==> src/rtl/rom_dn_router.sv <==
// Routes an ioctl ROM image download into region-local write strobes and
// sequences the game core reset around the load.
module rom_dn_router #(
  parameter logic [16:0] CPU_END     = 17'h0C000,
  parameter logic [16:0] GFX_END     = 17'h14000,
  parameter logic [16:0] SND_END     = 17'h16000,
  parameter logic [16:0] TOTAL_SIZE  = 17'h16200,
  parameter int unsigned HOLD_CYCLES = 1024
) (
  input  logic        clk_sys,
  input  logic        reset,
  input  logic        ioctl_download,
  input  logic        ioctl_wr,
  input  logic [24:0] ioctl_addr,
  input  logic [7:0]  ioctl_dout,
  output logic [16:0] dn_addr,
  output logic [7:0]  dn_data,
  output logic        dn_wr,
  output logic [3:0]  region_sel,
  output logic        core_reset,
  output logic        load_done,
  output logic        overflow_err,
  output logic        short_err
);

  localparam int unsigned HoldW = (HOLD_CYCLES > 1) ? $clog2(HOLD_CYCLES) : 1;
  localparam logic [HoldW-1:0] HoldLast = HoldW'(HOLD_CYCLES - 1);
  localparam logic [17:0] TotalCnt = {1'b0, TOTAL_SIZE};

  typedef enum logic [1:0] {StIdle, StLoad, StHold, StRun} state_e;

  state_e           state_q, state_d;
  logic [17:0]      byte_cnt_q, byte_cnt_d;
  logic [HoldW-1:0] hold_cnt_q, hold_cnt_d;
  logic             ovf_q, ovf_d;
  logic             short_q, short_d;
  logic             dn_wr_q;
  logic [16:0]      dn_addr_q;
  logic [7:0]       dn_data_q;
  logic [3:0]       sel_q;

  logic             load_entry;
  logic             write_window;
  logic             accept;
  logic             drop;
  logic             in_range;
  logic [16:0]      addr_lo;
  logic [16:0]      base;
  logic [3:0]       sel;

  // Any set bit above [16] puts the address beyond the image.
  assign addr_lo  = ioctl_addr[16:0];
  assign in_range = (ioctl_addr[24:17] == 8'd0) && (addr_lo < TOTAL_SIZE);

  always_comb begin
    sel  = 4'b1000;
    base = SND_END;
    if (addr_lo < CPU_END) begin
      sel  = 4'b0001;
      base = 17'd0;
    end else if (addr_lo < GFX_END) begin
      sel  = 4'b0010;
      base = CPU_END;
    end else if (addr_lo < SND_END) begin
      sel  = 4'b0100;
      base = GFX_END;
    end
  end

  always_comb begin
    state_d    = state_q;
    load_entry = 1'b0;
    unique case (state_q)
      StIdle: begin
        if (ioctl_download) begin
          state_d    = StLoad;
          load_entry = 1'b1;
        end
      end
      StLoad: begin
        if (!ioctl_download) begin
          state_d = (byte_cnt_q >= TotalCnt) ? StHold : StIdle;
        end
      end
      StHold: begin
        if (ioctl_download) begin
          state_d    = StLoad;
          load_entry = 1'b1;
        end else if (hold_cnt_q == HoldLast) begin
          state_d = StRun;
        end
      end
      StRun: begin
        if (ioctl_download) begin
          state_d    = StLoad;
          load_entry = 1'b1;
        end
      end
      default: state_d = StIdle;
    endcase
  end

  // The cycle that enters LOAD already accepts writes.
  assign write_window = ioctl_wr && ioctl_download && ((state_q == StLoad) || load_entry);
  assign accept       = write_window && in_range;
  assign drop         = write_window && !in_range;

  always_comb begin
    byte_cnt_d = load_entry ? 18'd0 : byte_cnt_q;
    if (accept && (byte_cnt_d != '1)) begin
      byte_cnt_d = byte_cnt_d + 18'd1;
    end
    hold_cnt_d = '0;
    if ((state_q == StHold) && (state_d == StHold)) begin
      hold_cnt_d = hold_cnt_q + 1'b1;
    end
    ovf_d   = (load_entry ? 1'b0 : ovf_q) | drop;
    short_d = (load_entry ? 1'b0 : short_q) | ((state_q == StLoad) && (state_d == StIdle));
  end

  always_ff @(posedge clk_sys) begin
    if (reset) begin
      state_q    <= StIdle;
      byte_cnt_q <= '0;
      hold_cnt_q <= '0;
      ovf_q      <= 1'b0;
      short_q    <= 1'b0;
      dn_wr_q    <= 1'b0;
      dn_addr_q  <= '0;
      dn_data_q  <= '0;
      sel_q      <= '0;
    end else begin
      state_q    <= state_d;
      byte_cnt_q <= byte_cnt_d;
      hold_cnt_q <= hold_cnt_d;
      ovf_q      <= ovf_d;
      short_q    <= short_d;
      dn_wr_q    <= accept;
      if (accept) begin
        dn_addr_q <= addr_lo - base;
        dn_data_q <= ioctl_dout;
        sel_q     <= sel;
      end
    end
  end

  assign dn_wr        = dn_wr_q;
  assign dn_addr      = dn_addr_q;
  assign dn_data      = dn_data_q;
  assign region_sel   = sel_q;
  assign core_reset   = (state_q != StRun);
  assign load_done    = (state_q == StRun);
  assign overflow_err = ovf_q;
  assign short_err    = short_q;

endmodule

==> config.mk <==
export PLATFORM = sky130hd
export DESIGN_NAME = rom_dn_router
export DESIGN_NICKNAME = d
export VERILOG_FILES = /design/src/rtl/rom_dn_router.sv
export SDC_FILE = /design/constraint.sdc
export NUM_CORES = 1
export LEC_CHECK = 0
export ABC_AREA = 1
export CAP_MARGIN = 20
export CORE_MARGIN = 2
export CORE_UTILIZATION = 55
export DETAILED_ROUTE_END_ITERATION = 8
export PLACE_DENSITY = 0.86
export SETUP_SLACK_MARGIN = 0.5
export SLEW_MARGIN = 15
export SYNTH_ARGS = -nofsm -noshare
export SYNTH_HDL_FRONTEND = slang
export SYNTH_SLANG_ARGS = --single-unit
==> constraint.sdc <==
create_clock -name clk_sys -period 6.9 [get_ports clk_sys]
set_input_delay 0.69 -clock clk_sys [delete_from_list [all_inputs] [get_ports clk_sys]]
set_output_delay 0.69 -clock clk_sys [all_outputs]
set_load 0.02 [all_outputs]
* After elaboration in Yosys (flattened, before gate mapping)
Index checks and enable logic that the tools add are counted.
** Operators by class
- $add $sub $neg :: 3
- $lt $le $gt $ge :: 5
- Equality and inequality tests :: 7
- Mux-type cells :: 18
- Bitwise gates (word level) :: 3
- Reduce and logical (&&, ||, !) cells :: 16
** Operators with widths (number)
- $lt A17 B17 Y1 const B :: 3
- $mux W18 :: 2
- $mux W17 :: 2
- $add A18 B1 Y18 const B :: 1
- $ge A18 B17 Y1 const B :: 1
- $ne A18 B18 Y1 const B :: 1
- $lt A17 B16 Y1 const B :: 1
- $sub A17 B17 Y17 :: 1
- $mux W14 :: 1
- $mux W4 :: 3
- $add A10 B1 Y10 const B :: 1
- $eq A10 B10 Y1 const B :: 1
- $mux W2 :: 5
- $logic_and A1 B1 Y1 :: 8
- $logic_not A8 Y1 :: 1
- $eq A2 B2 Y1 const B :: 3
- $pmux W2 S3 :: 1
- $logic_not A2 Y1 :: 2
- $mux W1 :: 4
- $reduce_or A2 Y1 :: 2
- $reduce_or A3 Y1 :: 1
- $eq A2 B1 Y1 const B :: 1
- $ne A2 B2 Y1 const B :: 1
- $or A1 B1 Y1 :: 2
- 3 further kinds :: 3
** Storage, ports and cells
- Flip-flop bits (word level) :: 62
- Input port bits :: 37
- Output and inout bits :: 34
- Logic and storage cells :: 61

* Depth between registers and ports, before layout
Gate-level depths: netlist of run 1.
- Depth after elaboration :: 8
- Depth in mapped cells :: 17
- Mapped depth without buffers :: 15

* Least setup slack after synthesis of run 1
Ideal clock, no wire load.
- Path kind :: input-to-reg
- Start point :: in ioctl_download
- End point :: reg byte_cnt_q[10]
- Library setup time :: 0.070 ns
- Arrival time :: 2.338 ns
- Required time :: 6.830 ns
- Slack :: 4.492 ns
- Stages on the path :: 13
- Path buffers :: 1
- Cells stage by stage :: nand2_4 > inv_2 > nor2_1 > ha_1 > nand2_1 > nor2_4 > nand2_2 > nor2_4 > nand2_2 > nand2_4 > buf_12 > nand2_2 > a21oi_2
** On the way
- Cells in the longest elaborated chain, start to end :: 7
- Elaborated cells on any way between the ends :: 11
- Those cells by class :: add/sub: 1; eq/ne: 1; mux: 4; reduce/logical: 5
** RTL lines
- start, declared :: line 12 : input logic ioctl_download,
- branches (longest 6 deep; another with $add A18 B1 Y18)
- $mux W18 (*) :: line 110 : if (accept && (byte_cnt_d != '1)) begin
- end signal, assigned :: line 134 : byte_cnt_q <= byte_cnt_d;
- end, declared :: line 33 : logic [17:0] byte_cnt_q, byte_cnt_d;
Every way passes the cells marked *.
A chain may end at the register's enable or synchronous reset.

* Worst setup path in the final report of run 1
- Start point :: in ioctl_download
- End point :: reg byte_cnt_q[5]
The elaborated chain is that of the path after synthesis.

==> results of run 1 <==
-- routing by layer --
layer / vias to the layer above / part of all wire / wire (µm)
met4: 0 / 0.029 / 223
met3: 19 / 0.098 / 750
met1: 1407 / 0.41 / 3160
met2: 105 / 0.46 / 3510
li1: 1593 / - / -
met5: - / 0 / 0
-- area by class of cell --
class | count | area, µm² | area share
flip-flops and latches | 62 | 1240 | 0.298
clock inverters | 5 | 33.8 | 0.00812
clock buffers | 11 | 141 | 0.0340
multi-input cells | 334 | 1780 | 0.428
inverters | 46 | 173 | 0.0415
repair buffers | 70 | 696 | 0.167
well taps | 75 | 93.8 | 0.0226
-- flip-flops by register name, summed over array words and instances (netlist names), 2 cells and up --
| signal | count |
|---|---|
| dn_addr | 17 |
| state_q | 2 |
| hold_cnt_q | 10 |
| region_sel | 4 |
| byte_cnt_q | 18 |
| dn_data | 8 |
-- placed cells by master, fill, tap and decap left out, types with 7 or more instances in the layout --
master           synthesis  routed
clkbuf_8                 0      10
a21oi_2                 10      10
ha_1                     8       8
nand3_1                 31      31
nand2_1                121     121
a21oi_1                 43      43
inv_1                   43      43
nand2_2                 12      12
clkdlybuf4s50_1          0      69
dfxtp_1                 62      62
xnor2_1                  7       7
nor2_1                  39      39
nor3_1                  14      14
o21ai_0                 10      10
xor2_1                  12      12
-- cells by family after synthesis --
| group | count (synthesis) |
|---|---|
| flops | 62 |
| xor+xnor | 19 |
| buf+inv | 63 |
| compound gates | 68 |
| fa+ha+maj | 9 |
| simple gates | 238 |
-- worst max-delay path, cell delays in order --
cell,delay (ns)
clkdlybuf4s50_1,0.56
nand2_4,0.34
inv_2,0.19
nor2_1,0.34
ha_1,0.31
nand2_1,0.14
nor2_4,0.16
nand2_2,0.10
nor2_4,0.15
nand2_2,0.07
nand2_4,0.22
nand3_1,0.11
a21oi_1,0.13
-- final timing paths --
kind	endpoint	slack, ns	cells past startpoint
max reg2reg	byte_cnt_q[5]	3.90	15
max	byte_cnt_q[5]	3.64	13
min	dn_addr[3]	0.46	2
min reg2reg	dn_addr[3]	0.46	2
-- stage by stage --
| stage | utilization | cell area, µm² | hold WS, ns | instances |
|---|---|---|---|---|
| 3_3_place_gp | 0.681 | 3990 | 0.446 | 587 |
| 4_1_cts | 0.711 | 4160 | 0.469 | 603 |
| 5_1_grt | 0.711 | 4160 | 0.490 | 603 |
| 3_5_place_dp | 0.681 | 3990 | 0.458 | 587 |
| 2_1_floorplan | - | 3310 | 0.432 | 459 |
| 6_report | 0.711 | 4160 | 0.465 | 603 |
-- power by group through the flow --
stage | combinational (W) | clock, W | sequential (W)
after global placement | 0.0000565 | 0 | 0.000368
after detailed placement | 0.0000582 | 0 | 0.000369
after CTS | 0.0000585 | 0.000291 | 0.000360
after floorplan | 0.0000294 | 0 | 0.000369
final | 0.0000587 | 0.000287 | 0.000360
after global routing | 0.0000640 | 0.000302 | 0.000360
==> key figures, run 1 <==
Run status
  • Status: finished clean

Placed design
  • Port bufs: 70
  • Hpwl dp: 5300 µm
  • Pre-CTS setup slack: 3.34 ns
  • Final GP Congestion: 0.914

Yosys
  • Post-synthesis adder-cell area fraction: 0.0363
  • Gate Count Post-Synth: 459
  • #FFs+latches synth: 62
  • Sequential fraction of the synthesis area: 0.375
  • Dominant synthesized flop cell: dfxtp_1
  • Syn avg cell area: 7.21 µm²
  • Cell Area, Synth: 0.00331 mm²
  • Post-Synth Simple-Gate Area: 0.330
  • Number of synthesized flops with an enable pin: 0
  • Asr flop ratio synth: 0
  • YS warnings: 0
  • Count of cell types in the netlist: 36
  • Largest family of logic cells by synthesized area: simple AND/OR/NAND/NOR gates
  • Top cells by area, synth: dfxtp_1, nand2_1, a21oi_1, inv_1, nand3_1
  • Post-synth top cells: nand2_1, dfxtp_1, a21oi_1, inv_1, nor2_1
  • Synth Area in Compound Gates: 0.121
  • Post-synthesis mux area share: 0
  • Post-synthesis xor/xnor area fraction: 0.0503
  • Yosys top cell area share: 0.375
  • Syn Nets: 505
  • Area leader, netlist: dfxtp_1
  • Top-count cell post-synth: nand2_1

Final layout
  • Area grow syn2layout: 25.7%
  • Antenna cells: 0
  • Layout cells sized above 1: 0.106
  • Filler Cell Count: 477
  • Fin nets: 569

Power and ir drop
  • Static Leak: 1.46 nW
  • Pint: 0.000528 W
  • Clock group share of total power: 0.407
  • PD cells: 170 mW/mm²
  • VDD IR max: 0.000151 V
  • Logic pwr share: 0.083
  • Psw: 0.000179 W
  • Part of the power in registers: 0.510
  • Fraction of power spent switching nets: 0.253
  • Post-layout power: 0.000706 W

GRT
  • Largest net degree at the start of global routing: 49
  • Met1 Track Usage GR: 0.271
  • Vias in the first global route: 2,864
  • Initial antenna violation count: 0
  • Global route total overflow: 0
  • First-pass GRT wire length: 12,400 µm
  • GRT Max-Usage Layer: met2
  • Met3 Usage GRT: 0.102
  • Grt met2 use: 0.389
  • GRT Overall Usage: 0.243

Setup path
  • R2r startpoint: state_q[1]
  • CP arrival: 3.53 ns
  • WS Path Type: input pin to register
  • Crit path launch: ioctl_download
  • Worst Setup Start Kind: input pin
  • CP endpoint kind: register
  • Crit-path max FO: 27
  • Critical path required time: 7.17 ns

STA
  • Minimum clock period: 3.26 ns
  • RSZ-0062 raised after global routing: false
  • Final worst slack: 3.64 ns
  • Final Setup Violations: 0
  • Fmax: 307 MHz
  • Final TNS setup: 0 ns
  • Rel. slew slack: 0.346
  • Fin crit share: 0.472
  • Max Transition Viols Final: 0
  • Layout Skew: 0.0103 ns
  • Fin. Hold Viols: 0
  • Slew @ Worst Pin: 0.981 ns

Worst hold path
  • HP Class: register to register
  • Hold path startpoint: dn_addr[3]

Clock tree
  • Hold_buf cts: 0
  • Resized cells post-CTS: 0
  • Worst-path clk slew: 0.07 ns
  • Clk sinks: 62
  • Post-CTS Setup Bufs: 0
  • Clk Tree Root Cell: clkbuf_8
  • Worst skew pair latency: 0.35 ns
  • CTS tree: done
  • Htree depth: 3
  • Clk buf depth: 2
  • Num CTS Buffers: 9

Routing
  • Via Count: 3,124
  • First-pass detailed-route iteration total: 4
  • Post-route ant nets: 0
  • Post-route DRC: 0
  • Vias per cell: 5.18
  • Final wirelength: 7650 µm
  • Wire per inst: 12.7 µm
  • DRT iter0 DRCs: 132

Floorplanning
  • Core area: 0.00585 mm²
  • Die area: 0.00665 mm²
  • Initial Util: 0.566
  • Die Ht: 81.6 µm
  • Die X: 81.6 µm
  • Row cnt: 28
  • I/O pin count: 71

Job
  • Max-cap violations: 0
Power figures use the tool's default switching activity.
==> run 2, diff against run 1 <==
Settings changed: CORE_UTILIZATION 55 to 51, PLACE_DENSITY 0.86 to 0.8.
Clock period 6.9 ns to 3.3 ns, I/O delays scaled along.
==> run 2 against run 1 <==
Power grew 110%. Clock skew shrank 0.0033 ns. Core utilization shrank 4.8 points. Cell count grew 1.0%. Worst hold slack lost 0.079 ns. Routed wire length grew 2.9%. Cell area grew 0.60%. Sequential power grew 110%. Count of clock-buffer cells in the layout grew 1.
==> key figures, run 2 (synthesized netlist as in run 1, its figures left out) <==
Routing
  • Wire per inst: 12.9 µm
  • Post-route ant nets: 0
  • Via Count: 3,132
  • First-pass detailed-route iteration total: 5
  • DRT iter0 DRCs: 140
  • Vias per cell: 5.14
  • Final wirelength: 7870 µm
  • Met3 wire length: 656 µm
  • DR top layer: met4
  • Met2 routed WL: 3710 µm
  • M1 wire length: 3380 µm
  • Post-route DRC: 0

Setup path
  • Critical path required time: 3.57 ns
  • WS Path Type: register to register
  • Crit-path max FO: 17
  • R2r startpoint: state_q[1]
  • CP arrival: 2.81 ns
  • CP endpoint kind: register
  • Worst R2R Path Depth: 14
  • Reg-to-Reg End: byte_cnt_q[12]
  • Crit path launch: state_q[1]
  • CP endpoint: byte_cnt_q[12]
  • Worst-path cell chain: inv_1 -> ha_1 -> inv_2 -> nand2_4 -> inv_2 -> nor2_1 -> ha_1 -> nand2_1 -> nor2_4 -> nand2_2 -> nor2_4 -> a21oi_4 -> nand2_1 -> a21oi_2
  • R2R Setup Slk: 0.76 ns
  • Worst Setup Start Kind: register
  • Critical-path top delay cell: a21oi_4
  • Slowest stage delay, CP: 0.44 ns

Final layout
  • Multi-input logic area: 0.00178 mm²
  • Area grow syn2layout: 26.5%
  • Most frequent cells in the layout: nand2_1, clkdlybuf4s50_1, dfxtp_1, inv_1, a21oi_1
  • Layout cells sized above 1: 0.111
  • Fin nets: 573
  • Max reg flops: 18
  • Largest reg by FF count: byte_cnt_q
  • Register Area: 0.00124 mm²
  • Final Cell Area: 0.00419 mm²
  • Filler Cell Count: 558
  • Most common cell after layout, fill and taps aside: nand2_1
  • Antenna cells: 0

Clock tree
  • Resized cells post-CTS: 0
  • CTS tree: done
  • Clk Tree Root Cell: clkbuf_8
  • Hold_buf cts: 0
  • Worst-path clk slew: 0.07 ns
  • Clk buf depth: 2
  • Worst skew pair latency: 0.34 ns
  • Clk sinks: 62
  • Post-CTS Setup Bufs: 0
  • Htree depth: 3
  • Num CTS Buffers: 9

GRT
  • Largest net degree at the start of global routing: 48
  • GRT Overall Usage: 0.229
  • Global route total overflow: 0
  • Initial antenna violation count: 0
  • Vias in the first global route: 3,087
  • First-pass GRT wire length: 13,400 µm

Floorplanning
  • Die area: 0.00715 mm²
  • Die X: 84.6 µm
  • Initial Util: 0.524
  • I/O pin count: 71
  • Core area: 0.00631 mm²
  • Row cnt: 29
  • Die Ht: 84.6 µm

Placed design
  • Final GP Congestion: 0.923
  • Post-Place Cell Area: 0.00402 mm²
  • Port bufs: 70
  • Hpwl dp: 5700 µm

STA
  • Final Setup Violations: 0
  • Fin. Hold Viols: 0
  • Slew @ Worst Pin: 0.593 ns
  • Fmax: 394 MHz
  • Rel. slew slack: 0.605
  • Max Transition Viols Final: 0
  • Final TNS setup: 0 ns
  • RSZ-0062 raised after global routing: false
  • Layout Skew: 0.00704 ns
  • Fin crit share: 0.769
  • Minimum clock period: 2.54 ns

Job
  • Max-cap violations: 0

Power and ir drop
  • Post-layout power: 0.00146 W
  • Static Leak: 1.48 nW
  • VDD IR max: 0.000281 V
  • PD cells: 349 mW/mm²

Run status
  • Status: finished clean

Worst hold path
  • HP Class: input pin to register
-- run 2: changes by cell type in the layout (fill, tap and decap cells not counted) --
cell and delta:
buf_4 +4, clkbuf_1 +1, clkinv_2 +1, clkinvlp_4 -1, inv_6 -1
-- run 2: final cells by class --
class,count,area share
Inverter,46,0.0413
Multi-Input combinational cell,334,0.426
Clock buffer,12,0.0347
Timing Repair Buffer,74,0.173
Clock inverter,4,0.00538
Sequential cell,62,0.297
Tap cell,77,0.0230
-- run 2: how the worst min path moves through the flow --
stage,start,to,slack [ns],cells after the start
finish,reset,region_sel[1],0.39,4
global route,reset,region_sel[1],0.40,4
CTS,reset,region_sel[1],0.38,4
detailed placement,hold_cnt_q[0],hold_cnt_q[0],0.46,1
global placement,hold_cnt_q[0],hold_cnt_q[0],0.44,1
floorplan,ioctl_addr[13],region_sel[2],0.43,1
-- run 2: power breakdown --
group	switching, W	internal (W)
Combinational	0.0000636	0.0000614
Sequential	0.00000256	0.000751
Clock	0.000294	0.000289
Total	0.000361	0.00110
-- run 2: layer usage --
layer	GRT usage	up-vias
met3	0.0855	12
met1	0.263	1425
met5	0	-
met4	0.0851	0
met2	0.389	86
li1	-	1609
-- run 2: worst max-delay path: cells and delay by family, from the launching register on --
kind / cells / cell delay, ns
adders and majority gates: 2 / 0.46
AOI/OAI and AO/OA: 2 / 0.58
and+or+nand+nor: 7 / 0.66
buffers and inverters: 3 / 0.39
DFF: 1 / 0.38
-- run 2: through the flow --
step | std cells | worst slack (ns) | utilization | hold slack (ns)
final | 609 | 0.761 | 0.663 | 0.386
after global routing | 609 | 0.549 | 0.663 | 0.400
after CTS | 609 | 0.771 | 0.663 | 0.378
after detailed placement | 593 | 0.617 | 0.636 | 0.456
after global placement | 593 | 0.693 | 0.636 | 0.445
after floorplan | 459 | 0.946 | - | 0.432
